## config.mk

```make
export PLATFORM = sky130hd
export DESIGN_NAME = regfile_2r1w_flat
export DESIGN_NICKNAME = d
export VERILOG_FILES = /design/src/rtl/regfile_2r1w_if.sv /design/src/rtl/regfile_2r1w.sv /design/src/flat_wrapper.sv
export SDC_FILE = /design/constraint.sdc
export NUM_CORES = 1
export LEC_CHECK = 0
export BUFFER_PORTS_ARGS = -buffer_cell sky130_fd_sc_hd__buf_2
export CORE_AREA = 2 2 290 292
export CTS_BUF_LIST = sky130_fd_sc_hd__clkbuf_2 sky130_fd_sc_hd__clkbuf_4 sky130_fd_sc_hd__clkbuf_8
export DETAILED_ROUTE_END_ITERATION = 7
export DIE_AREA = 0 0 292 294
export HOLD_SLACK_MARGIN = 0.15
export PLACE_DENSITY = 0.78
export SYNTH_ARGS = -nofsm -noshare
export SYNTH_HDL_FRONTEND = slang
export SYNTH_SLANG_ARGS = --single-unit
```

## constraint.sdc

```tcl
create_clock -name clk -period 7.2 [get_ports clk]
set_clock_uncertainty 0.05 [all_clocks]
set_input_delay 0.72 -clock clk [delete_from_list [all_inputs] [get_ports clk]]
set_output_delay 0.72 -clock clk [all_outputs]
set_load 0.05 [all_outputs]
```

## src/rtl/regfile_2r1w_if.sv

```systemverilog
// Register file access bundle: two read ports, one write port, init status.
// The decode/writeback side uses master; the register file uses slave.
interface regfile_2r1w_if #(
    parameter int DATA_W = 32,
    parameter int ADDR_W = 5
);
    logic              init_busy;
    logic              rd_en_a;
    logic [ADDR_W-1:0] rd_addr_a;
    logic [DATA_W-1:0] rd_data_a;
    logic              rd_valid_a;
    logic              rd_en_b;
    logic [ADDR_W-1:0] rd_addr_b;
    logic [DATA_W-1:0] rd_data_b;
    logic              rd_valid_b;
    logic              wr_en;
    logic [ADDR_W-1:0] wr_addr;
    logic [DATA_W-1:0] wr_data;

    modport master (
        output rd_en_a, rd_addr_a, rd_en_b, rd_addr_b,
        output wr_en, wr_addr, wr_data,
        input  rd_data_a, rd_valid_a, rd_data_b, rd_valid_b,
        input  init_busy
    );

    modport slave (
        input  rd_en_a, rd_addr_a, rd_en_b, rd_addr_b,
        input  wr_en, wr_addr, wr_data,
        output rd_data_a, rd_valid_a, rd_data_b, rd_valid_b,
        output init_busy
    );
endinterface

```

## src/rtl/regfile_2r1w.sv

```systemverilog
// Two-read/one-write register file with registered reads, optional
// write bypass, optional hardwired zero entry and a reset clear sweep.
module regfile_2r1w #(
    parameter int DATA_W   = 32,
    parameter int ADDR_W   = 5,
    parameter int ZERO_REG = 1,
    parameter int BYPASS   = 1
) (
    input logic           clk,
    input logic           rst,
    regfile_2r1w_if.slave bus
);
    localparam int DEPTH = 1 << ADDR_W;

    typedef enum logic {CLEAR, READY} state_t;

    state_t            state_q, state_d;
    logic [ADDR_W-1:0] clr_ptr_q, clr_ptr_d;
    logic [DATA_W-1:0] mem [DEPTH];

    logic              mem_we;
    logic [ADDR_W-1:0] mem_waddr;
    logic [DATA_W-1:0] mem_wdata;

    logic [DATA_W-1:0] rd_data_a_q, rd_data_a_d;
    logic [DATA_W-1:0] rd_data_b_q, rd_data_b_d;
    logic              rd_valid_a_q, rd_valid_a_d;
    logic              rd_valid_b_q, rd_valid_b_d;

    logic              wr_drop;
    logic              wr_live;
    logic [DATA_W-1:0] rd_val_a;
    logic [DATA_W-1:0] rd_val_b;

    assign wr_drop = (ZERO_REG != 0) && (bus.wr_addr == '0);
    assign wr_live = (state_q == READY) && bus.wr_en && !wr_drop;

    // Port A read value: zero entry beats bypass, bypass beats storage.
    always_comb begin
        rd_val_a = mem[bus.rd_addr_a];
        if ((BYPASS != 0) && wr_live && (bus.wr_addr == bus.rd_addr_a))
            rd_val_a = bus.wr_data;
        if ((ZERO_REG != 0) && (bus.rd_addr_a == '0))
            rd_val_a = '0;
    end

    // Port B read value, same priority as port A.
    always_comb begin
        rd_val_b = mem[bus.rd_addr_b];
        if ((BYPASS != 0) && wr_live && (bus.wr_addr == bus.rd_addr_b))
            rd_val_b = bus.wr_data;
        if ((ZERO_REG != 0) && (bus.rd_addr_b == '0))
            rd_val_b = '0;
    end

    // Next state, clear sweep write, and read port updates.
    always_comb begin
        state_d      = state_q;
        clr_ptr_d    = clr_ptr_q;
        mem_we       = 1'b0;
        mem_waddr    = bus.wr_addr;
        mem_wdata    = bus.wr_data;
        rd_data_a_d  = rd_data_a_q;
        rd_data_b_d  = rd_data_b_q;
        rd_valid_a_d = 1'b0;
        rd_valid_b_d = 1'b0;
        unique case (state_q)
            CLEAR: begin
                mem_we    = 1'b1;
                mem_waddr = clr_ptr_q;
                mem_wdata = '0;
                clr_ptr_d = clr_ptr_q + ADDR_W'(1);
                if (&clr_ptr_q)
                    state_d = READY;
            end
            READY: begin
                mem_we = wr_live;
                if (bus.rd_en_a) begin
                    rd_valid_a_d = 1'b1;
                    rd_data_a_d  = rd_val_a;
                end
                if (bus.rd_en_b) begin
                    rd_valid_b_d = 1'b1;
                    rd_data_b_d  = rd_val_b;
                end
            end
        endcase
    end

    // Control and read-port registers; reset restarts the sweep.
    always_ff @(posedge clk) begin
        if (rst) begin
            state_q      <= CLEAR;
            clr_ptr_q    <= '0;
            rd_data_a_q  <= '0;
            rd_data_b_q  <= '0;
            rd_valid_a_q <= 1'b0;
            rd_valid_b_q <= 1'b0;
        end else begin
            state_q      <= state_d;
            clr_ptr_q    <= clr_ptr_d;
            rd_data_a_q  <= rd_data_a_d;
            rd_data_b_q  <= rd_data_b_d;
            rd_valid_a_q <= rd_valid_a_d;
            rd_valid_b_q <= rd_valid_b_d;
        end
    end

    // Storage array; only the sweep or a live write touches it.
    always_ff @(posedge clk) begin
        if (!rst && mem_we)
            mem[mem_waddr] <= mem_wdata;
    end

    assign bus.init_busy  = (state_q == CLEAR);
    assign bus.rd_data_a  = rd_data_a_q;
    assign bus.rd_data_b  = rd_data_b_q;
    assign bus.rd_valid_a = rd_valid_a_q;
    assign bus.rd_valid_b = rd_valid_b_q;
endmodule

```

## src/flat_wrapper.sv

```systemverilog
// flat-port wrapper written by rule: the top's interface ports become plain ports
module regfile_2r1w_flat 
#(
    parameter int DATA_W   = 32,
    parameter int ADDR_W   = 5,
    parameter int ZERO_REG = 1,
    parameter int BYPASS   = 1
)
  (clk, rst, bus_rd_en_a, bus_rd_addr_a, bus_rd_en_b, bus_rd_addr_b, bus_wr_en, bus_wr_addr, bus_wr_data, bus_rd_data_a, bus_rd_valid_a, bus_rd_data_b, bus_rd_valid_b, bus_init_busy);
  regfile_2r1w_if #(.DATA_W(DATA_W), .ADDR_W(ADDR_W)) bus_i ();
  input logic clk;
  input logic rst;
  input wire logic [$bits(bus_i.rd_en_a)-1:0] bus_rd_en_a;
  input wire logic [$bits(bus_i.rd_addr_a)-1:0] bus_rd_addr_a;
  input wire logic [$bits(bus_i.rd_en_b)-1:0] bus_rd_en_b;
  input wire logic [$bits(bus_i.rd_addr_b)-1:0] bus_rd_addr_b;
  input wire logic [$bits(bus_i.wr_en)-1:0] bus_wr_en;
  input wire logic [$bits(bus_i.wr_addr)-1:0] bus_wr_addr;
  input wire logic [$bits(bus_i.wr_data)-1:0] bus_wr_data;
  output wire logic [$bits(bus_i.rd_data_a)-1:0] bus_rd_data_a;
  output wire logic [$bits(bus_i.rd_valid_a)-1:0] bus_rd_valid_a;
  output wire logic [$bits(bus_i.rd_data_b)-1:0] bus_rd_data_b;
  output wire logic [$bits(bus_i.rd_valid_b)-1:0] bus_rd_valid_b;
  output wire logic [$bits(bus_i.init_busy)-1:0] bus_init_busy;
  assign bus_i.rd_en_a = bus_rd_en_a;
  assign bus_i.rd_addr_a = bus_rd_addr_a;
  assign bus_i.rd_en_b = bus_rd_en_b;
  assign bus_i.rd_addr_b = bus_rd_addr_b;
  assign bus_i.wr_en = bus_wr_en;
  assign bus_i.wr_addr = bus_wr_addr;
  assign bus_i.wr_data = bus_wr_data;
  assign bus_rd_data_a = bus_i.rd_data_a;
  assign bus_rd_valid_a = bus_i.rd_valid_a;
  assign bus_rd_data_b = bus_i.rd_data_b;
  assign bus_rd_valid_b = bus_i.rd_valid_b;
  assign bus_init_busy = bus_i.init_busy;
  regfile_2r1w #(.DATA_W(DATA_W), .ADDR_W(ADDR_W), .ZERO_REG(ZERO_REG), .BYPASS(BYPASS)) u_core (.clk(clk), .rst(rst), .bus(bus_i));
endmodule
```

== Word level (Yosys, flattened, before mapping) ==
Memory sizes are Yosys's and may differ from the RTL's.
Cells that the tools add are included.
W data, S select, Z words.

* Output and inout port bits: 67
* Register bits after elaboration: 72
* Logic and storage cells: 38
* Memory bits (writable): 1024
* Input bits: 52
* Memories kept: 1

{| class="wikitable"
|+ Memories
! memory !! depth !! bits a word !! rd ports !! clocked after memory_dff !! write ports !! RTL line !! RTL
|-
| u_core.mem || 32 || 32 || 2 || 0 || 1 || regfile_2r1w.sv:19 || <nowiki>logic [DATA_W-1:0] mem [DEPTH];</nowiki>
|}

* Mux-type cells: 13
* Reductions and logical operators: 14
* Add/sub/neg operators: 1
* Eq/ne operators: 2
* Bitwise logic cells: 1

{| class="wikitable"
|+ Operators by type and width
! kind !! number
|-
| $mux W32 || 5
|-
| $logic_not A5 Y1 || 3
|-
| $eq A5 B5 Y1 || 2
|-
| $mux W1 || 6
|-
| $add A5 B1 Y5 const B || 1
|-
| $logic_and A1 B1 Y1 || 5
|-
| $mux W5 || 1
|-
| $reduce_and A5 Y1 || 1
|-
| $reduce_and A2 Y1 || 2
|-
| $logic_not A1 Y1 || 2
|-
| $pmux W1 S2 || 1
|-
| $reduce_or A2 Y1 || 1
|-
| $not A1 Y1 || 1
|}

== Logic depth before layout (Yosys ltp) ==
* Word-level depth: 7
* Gate-level depth with buffers: 9
* Depth with buffers taken out: 5

== Worst setup path before layout ==
OpenSTA, ideal clock, no wires.

* Kind: input port to flip-flop
* From: input bus_wr_addr[3]
* To: memory u_core.mem[0][0] (enable)
* Arrival: 2.928 ns
* Cell stages on the path: 5
* Setup slack: 3.801 ns
* Setup time: 0.421 ns
* Buffers on the path: 1
* Required time: 6.729 ns
* Cells stage by stage: clkbuf_1 nor4_1 o32ai_1 nand2_1 nor2_1

* Word-level cells in the longest chain between the ends: 7
* Elaborated cells between the ends (all ways): 8
* Those cells by class: 4 x mux; 4 x reduce/logical

{| class="wikitable"
|+ Ends and longest elaborated chain
! element !! RTL line !! RTL
|-
| start: declaration || flat_wrapper.sv:18 || <nowiki>input wire logic [$bits(bus_i.wr_addr)-1:0] bus_wr_addr;</nowiki>
|-
| $logic_not A5 Y1 || regfile_2r1w.sv:35 || <nowiki>assign wr_drop = (ZERO_REG != 0) && (bus.wr_addr == '0);</nowiki>
|-
| $logic_not A1 Y1 || regfile_2r1w.sv:36 || <nowiki>assign wr_live = (state_q == READY) && bus.wr_en && !wr_drop;</nowiki>
|-
| $logic_and A1 B1 Y1 || regfile_2r1w.sv:36 ||
|-
| $pmux W1 S2 || regfile_2r1w.sv:67 || <nowiki>unique case (state_q)</nowiki>
|-
| $logic_and A1 B1 Y1 || regfile_2r1w.sv:111 || <nowiki>if (!rst && mem_we)</nowiki>
|-
| $mux W1 || regfile_2r1w.sv:111 ||
|-
| $mux W1 (implied by the code) || regfile_2r1w.sv:112 || <nowiki>mem[mem_waddr] <= mem_wdata;</nowiki>
|-
| end: declaration || regfile_2r1w.sv:19 ||
|}

Several ways; a longest one is shown, not always the timed one.

== Worst setup path after layout ==
* From: register u_core.state_q
* To: memory u_core.mem[25][5] (enable)

* Word-level cells in the longest chain between the ends: 6
* Elaborated cells between the ends (all ways): 8
* Those cells by class: 4 x mux; 1 x bitwise; 3 x reduce/logical

{| class="wikitable"
|+ Ends and longest elaborated chain
! element !! RTL line !! RTL
|-
| start: declaration || regfile_2r1w.sv:17 || <nowiki>state_t state_q, state_d;</nowiki>
|-
| start signal: assignment || regfile_2r1w.sv:100 || <nowiki>state_q <= state_d;</nowiki>
|-
| $logic_and A1 B1 Y1 (2 in series) || regfile_2r1w.sv:36 ||
|-
| $pmux W1 S2 || regfile_2r1w.sv:67 ||
|-
| $logic_and A1 B1 Y1 || regfile_2r1w.sv:111 ||
|-
| $mux W1 || regfile_2r1w.sv:111 ||
|-
| $mux W1 (implied by the code) || regfile_2r1w.sv:112 ||
|}

Several ways; a longest one is shown, not always the timed one.

==> results.txt <==
number of sinks driven by the clock tree: 1,096
Final Setup Violations: 0
die extent in x: 292 µm
Slew Viols, Final: 0
total DRC errors in the routed layout: 0
NetSw: 3.07 mW
violation count after the first detailed-routing iteration: 5,311
CP endpoint kind: register
worst-case headroom to the max-slew limit: 23.0%
data arrival at the endpoint of the critical path: 4.13 ns
global placer's final weighted congestion: 0.885
CTS root buf: sky130_fd_sc_hd__clkbuf_8
vias in the first global route: 32,991
Crit. Startpoint: u_core.state_q$_SDFF_PP0_
total of max-cap violations: 0
total routing resource utilization after global routing: 37.5%
combinational share of power: 6.8%
share of power burned in registers: 52.3%
setup slack of the most critical reg-to-reg path: 3.47 ns
cell area power density: 237 nW/µm²
fraction of the core area covered by cells at the end of the flow: 67.2%
final critical-path required period: 3.73 ns
clock tree from TritonCTS: built
row cnt: 106
Post-synth EDFFs: 1,024
Filler cells: 5,322
number of levels the H-tree was split into: 4
number of hold violations in the final report: 0
Synth Warn #: 0
Hold Path Class: primary input to register
CTS max path bufs: 3
Die Y: 294 µm
CP Data Required Time: 7.60 ns
switching share of power: 23.2%
number of nets in the final layout: 3,118
post-cts resize count: 0
length of the first detailed-routing pass in iterations: 8
post-synthesis sequential area ratio: 64.3%
detailed-route vias per instance: 7.65
Total Die Area: 85,800 µm²
f_max: 0.268 GHz
cell area after synthesis: 50,000 µm²
number of hold buffers added after CTS: 29
leakage dissipation: 17.7 nW
IO Pins: 119
Area growth, synth to finish: 11.3%
worst reg2reg path depth: 5
Initial Utilization: 60.4%
Post-CTS Repair Setup Buffers: 0
Post-Syn Nets: 2,967
Distinct cells, synth: 49
wire length of the first global-routing pass: 227 mm
Setup crit start kind: register
IO Port Bufs: 118
fraction of final layout cells sized beyond drive strength 1: 28.9%
number of buffers added by the clock tree synthesis step: 170
startpoint of the most critical register-to-register path: u_core.state_q$_SDFF_PP0_
routed wire length: 160 mm
initial antenna violation count: 3
Setup CP Type: register to register
Post-Place Setup Slack: 3.21 ns
worst voltage drop across the vdd grid: 219 µV
actual transition at the worst max-transition pin: 1.16 ns
Clock power frac: 40.9%
clock-pin slew reported for the worst setup and hold paths after clock tree synthesis: 0.06 ns
pin count of the biggest net entering global routing: 120
remaining antenna violation count after routing: 0
Synth Flop Type: sky130_fd_sc_hd__edfxtp_1
leading cell types in the layout, fill and taps excluded: sky130_fd_sc_hd__edfxtp_1, sky130_fd_sc_hd__mux4_2, sky130_fd_sc_hd__o22ai_1, sky130_fd_sc_hd__mux2_1, sky130_fd_sc_hd__nand2_1
synthesized area per cell: 17.2 µm²
RSZ-0062 raised after global routing: false
core region area: 82,900 µm²
maximum fanout along the worst path: 43
number of flip-flops and latches in the synthesized netlist: 1,096
end of the worst register-to-register path: u_core.mem[25][5]$_DFFE_PP_
half-perimeter wire length after placement: 85.1 mm
number of cells produced by synthesis: 2,913
final routed wire length divided by cell count: 37.4 µm
sum of overflow across all layers after global routing: 0
number of vias after detailed routing: 32,857
most common library cell in the layout ignoring fill and taps: sky130_fd_sc_hd__edfxtp_1
ys async rst share: 0%
Period Utilization, post-route: 51.8%
Skew-Pair Late Insertion Delay: 0.84 ns
P_int: 10.2 mW
Critical path destination: u_core.mem[25][5]$_DFFE_PP_
status: finished clean
total negative slack: 0 ns
worst path setup slack after routing: 3.47 ns
==> logic make-up (layout without fill, tap and decap cells) <==
| logic type | after synthesis | in the layout | share of synthesized area (%) |
|---|---|---|---|
| compound gates | 462 | 462 | 6.34 |
| xor+xnor | 12 | 12 | 0.210 |
| fa+ha+maj | 2 | 2 | 0.0500 |
| buf+inv | 275 | 573 | 2.44 |
| flops | 1096 | 1096 | 64.3 |
| mux | 617 | 617 | 22.5 |
| other cells | 0 | 2 | 0 |
| simple gates | 449 | 449 | 4.15 |
==> routing by layer <==
metal | track usage, % | routed length, µm | vias to the layer above
li1 | - | - | 12529
met1 | 47.2 | 51100 | 16318
met2 | 58.0 | 73800 | 3247
met3 | 10.8 | 24000 | 759
met4 | 23.5 | 11500 | 4
met5 | 0 | 48 | -
==> worst max-delay path: stages (launching register included) <==
cell	delay (ns)
sky130_fd_sc_hd__dfxtp_2	0.44
sky130_fd_sc_hd__buf_4	0.67
sky130_fd_sc_hd__mux2i_1	0.45
sky130_fd_sc_hd__nand2_1	0.33
sky130_fd_sc_hd__nor2_4	0.74
sky130_fd_sc_hd__buf_4	0.62
==> Yosys cell counts, types with 5 or more instances <==
| master | instances | area, µm² |
|---|---|---|
| sky130_fd_sc_hd__a22oi_1 | 25 | 188 |
| sky130_fd_sc_hd__a2111oi_0 | 31 | 272 |
| sky130_fd_sc_hd__buf_1 | 18 | 67.6 |
| sky130_fd_sc_hd__nor2b_1 | 37 | 231 |
| sky130_fd_sc_hd__o21ai_0 | 36 | 180 |
| sky130_fd_sc_hd__a221oi_1 | 33 | 289 |
| sky130_fd_sc_hd__and2_1 | 33 | 206 |
| sky130_fd_sc_hd__nand3b_1 | 5 | 37.5 |
| sky130_fd_sc_hd__nor4_1 | 33 | 206 |
| sky130_fd_sc_hd__buf_4 | 10 | 75.1 |
| sky130_fd_sc_hd__o31ai_1 | 7 | 52.6 |
| sky130_fd_sc_hd__mux4_2 | 382 | 8600 |
| sky130_fd_sc_hd__buf_2 | 70 | 350 |
| sky130_fd_sc_hd__dfxtp_1 | 72 | 1440 |
| sky130_fd_sc_hd__mux2_2 | 19 | 214 |
| sky130_fd_sc_hd__a222oi_1 | 32 | 320 |
| sky130_fd_sc_hd__o21ai_1 | 30 | 150 |
| sky130_fd_sc_hd__mux2_1 | 213 | 2400 |
| sky130_fd_sc_hd__xor2_1 | 10 | 87.6 |
| sky130_fd_sc_hd__nor2_1 | 85 | 319 |
| sky130_fd_sc_hd__nor3_1 | 33 | 165 |
| sky130_fd_sc_hd__clkbuf_1 | 135 | 507 |
| sky130_fd_sc_hd__o22ai_1 | 227 | 1420 |
| sky130_fd_sc_hd__edfxtp_1 | 1024 | 30700 |
| sky130_fd_sc_hd__nand2_1 | 203 | 762 |
| sky130_fd_sc_hd__a211oi_1 | 31 | 233 |
| sky130_fd_sc_hd__inv_1 | 35 | 131 |
==> power groups by stage <==
stage	logic, mW	clock network (mW)	registers (mW)
floorplan	0.582	0	7.05
global placement	0.844	0	7.05
detailed placement	0.859	0	7.06
CTS	0.875	5.42	6.92
global route	0.923	5.70	6.92
finish	0.899	5.40	6.92
==> flip-flops by register name (all words and copies together), names as in the netlist <==
signal / cells
u_core.bus.rd_data_a: 32
u_core.bus.rd_data_b: 32
u_core.bus.rd_valid_a: 1
u_core.bus.rd_valid_b: 1
u_core.clr_ptr_q: 5
u_core.mem: 1024
u_core.state_q: 1
==> final cells by class <==
cell class | count | area (µm²) | area share, %
repair buffers | 219 | 1520 | 2.73
diodes | 2 | 5.00 | 0.00898
well taps | 1080 | 1350 | 2.43
flip-flops and latches | 1096 | 32200 | 57.8
multi-input cells | 1542 | 17000 | 30.5
clock inverters | 89 | 651 | 1.17
clock buffers | 230 | 2870 | 5.15
inverters | 35 | 131 | 0.236
==> how the worst min path moves through the flow <==
stage,start,endpoint,slack (ns),cells past startpoint
2_1_floorplan,u_core.clr_ptr_q[0]$_SDFFE_PP0N_,u_core.clr_ptr_q[0]$_SDFFE_PP0N_,0.42,2
3_3_place_gp,u_core.bus.rd_data_b[6]$_SDFFE_PP0P_,u_core.bus.rd_data_b[6]$_SDFFE_PP0P_,0.40,2
3_5_place_dp,u_core.bus.rd_data_b[25]$_SDFFE_PP0P_,u_core.bus.rd_data_b[25]$_SDFFE_PP0P_,0.40,2
4_1_cts,bus_wr_data[8],u_core.bus.rd_data_b[8]$_SDFFE_PP0P_,0.15,3
5_1_grt,bus_wr_data[24],u_core.bus.rd_data_b[24]$_SDFFE_PP0P_,0.20,3
6_report,bus_wr_data[8],u_core.bus.rd_data_b[8]$_SDFFE_PP0P_,0.20,3
==> through the flow <==
step	area (µm²)	hold slack [ns]	std cells	power, mW
2_1_floorplan	50000	0.415	2913	7.63
3_3_place_gp	51900	0.397	3943	7.90
3_5_place_dp	51900	0.403	3943	7.92
4_1_cts	55700	0.151	4291	13.2
5_1_grt	55700	0.197	4292	13.5
6_report	55700	0.202	4293	13.2
(Power assumes the default switching activity.)
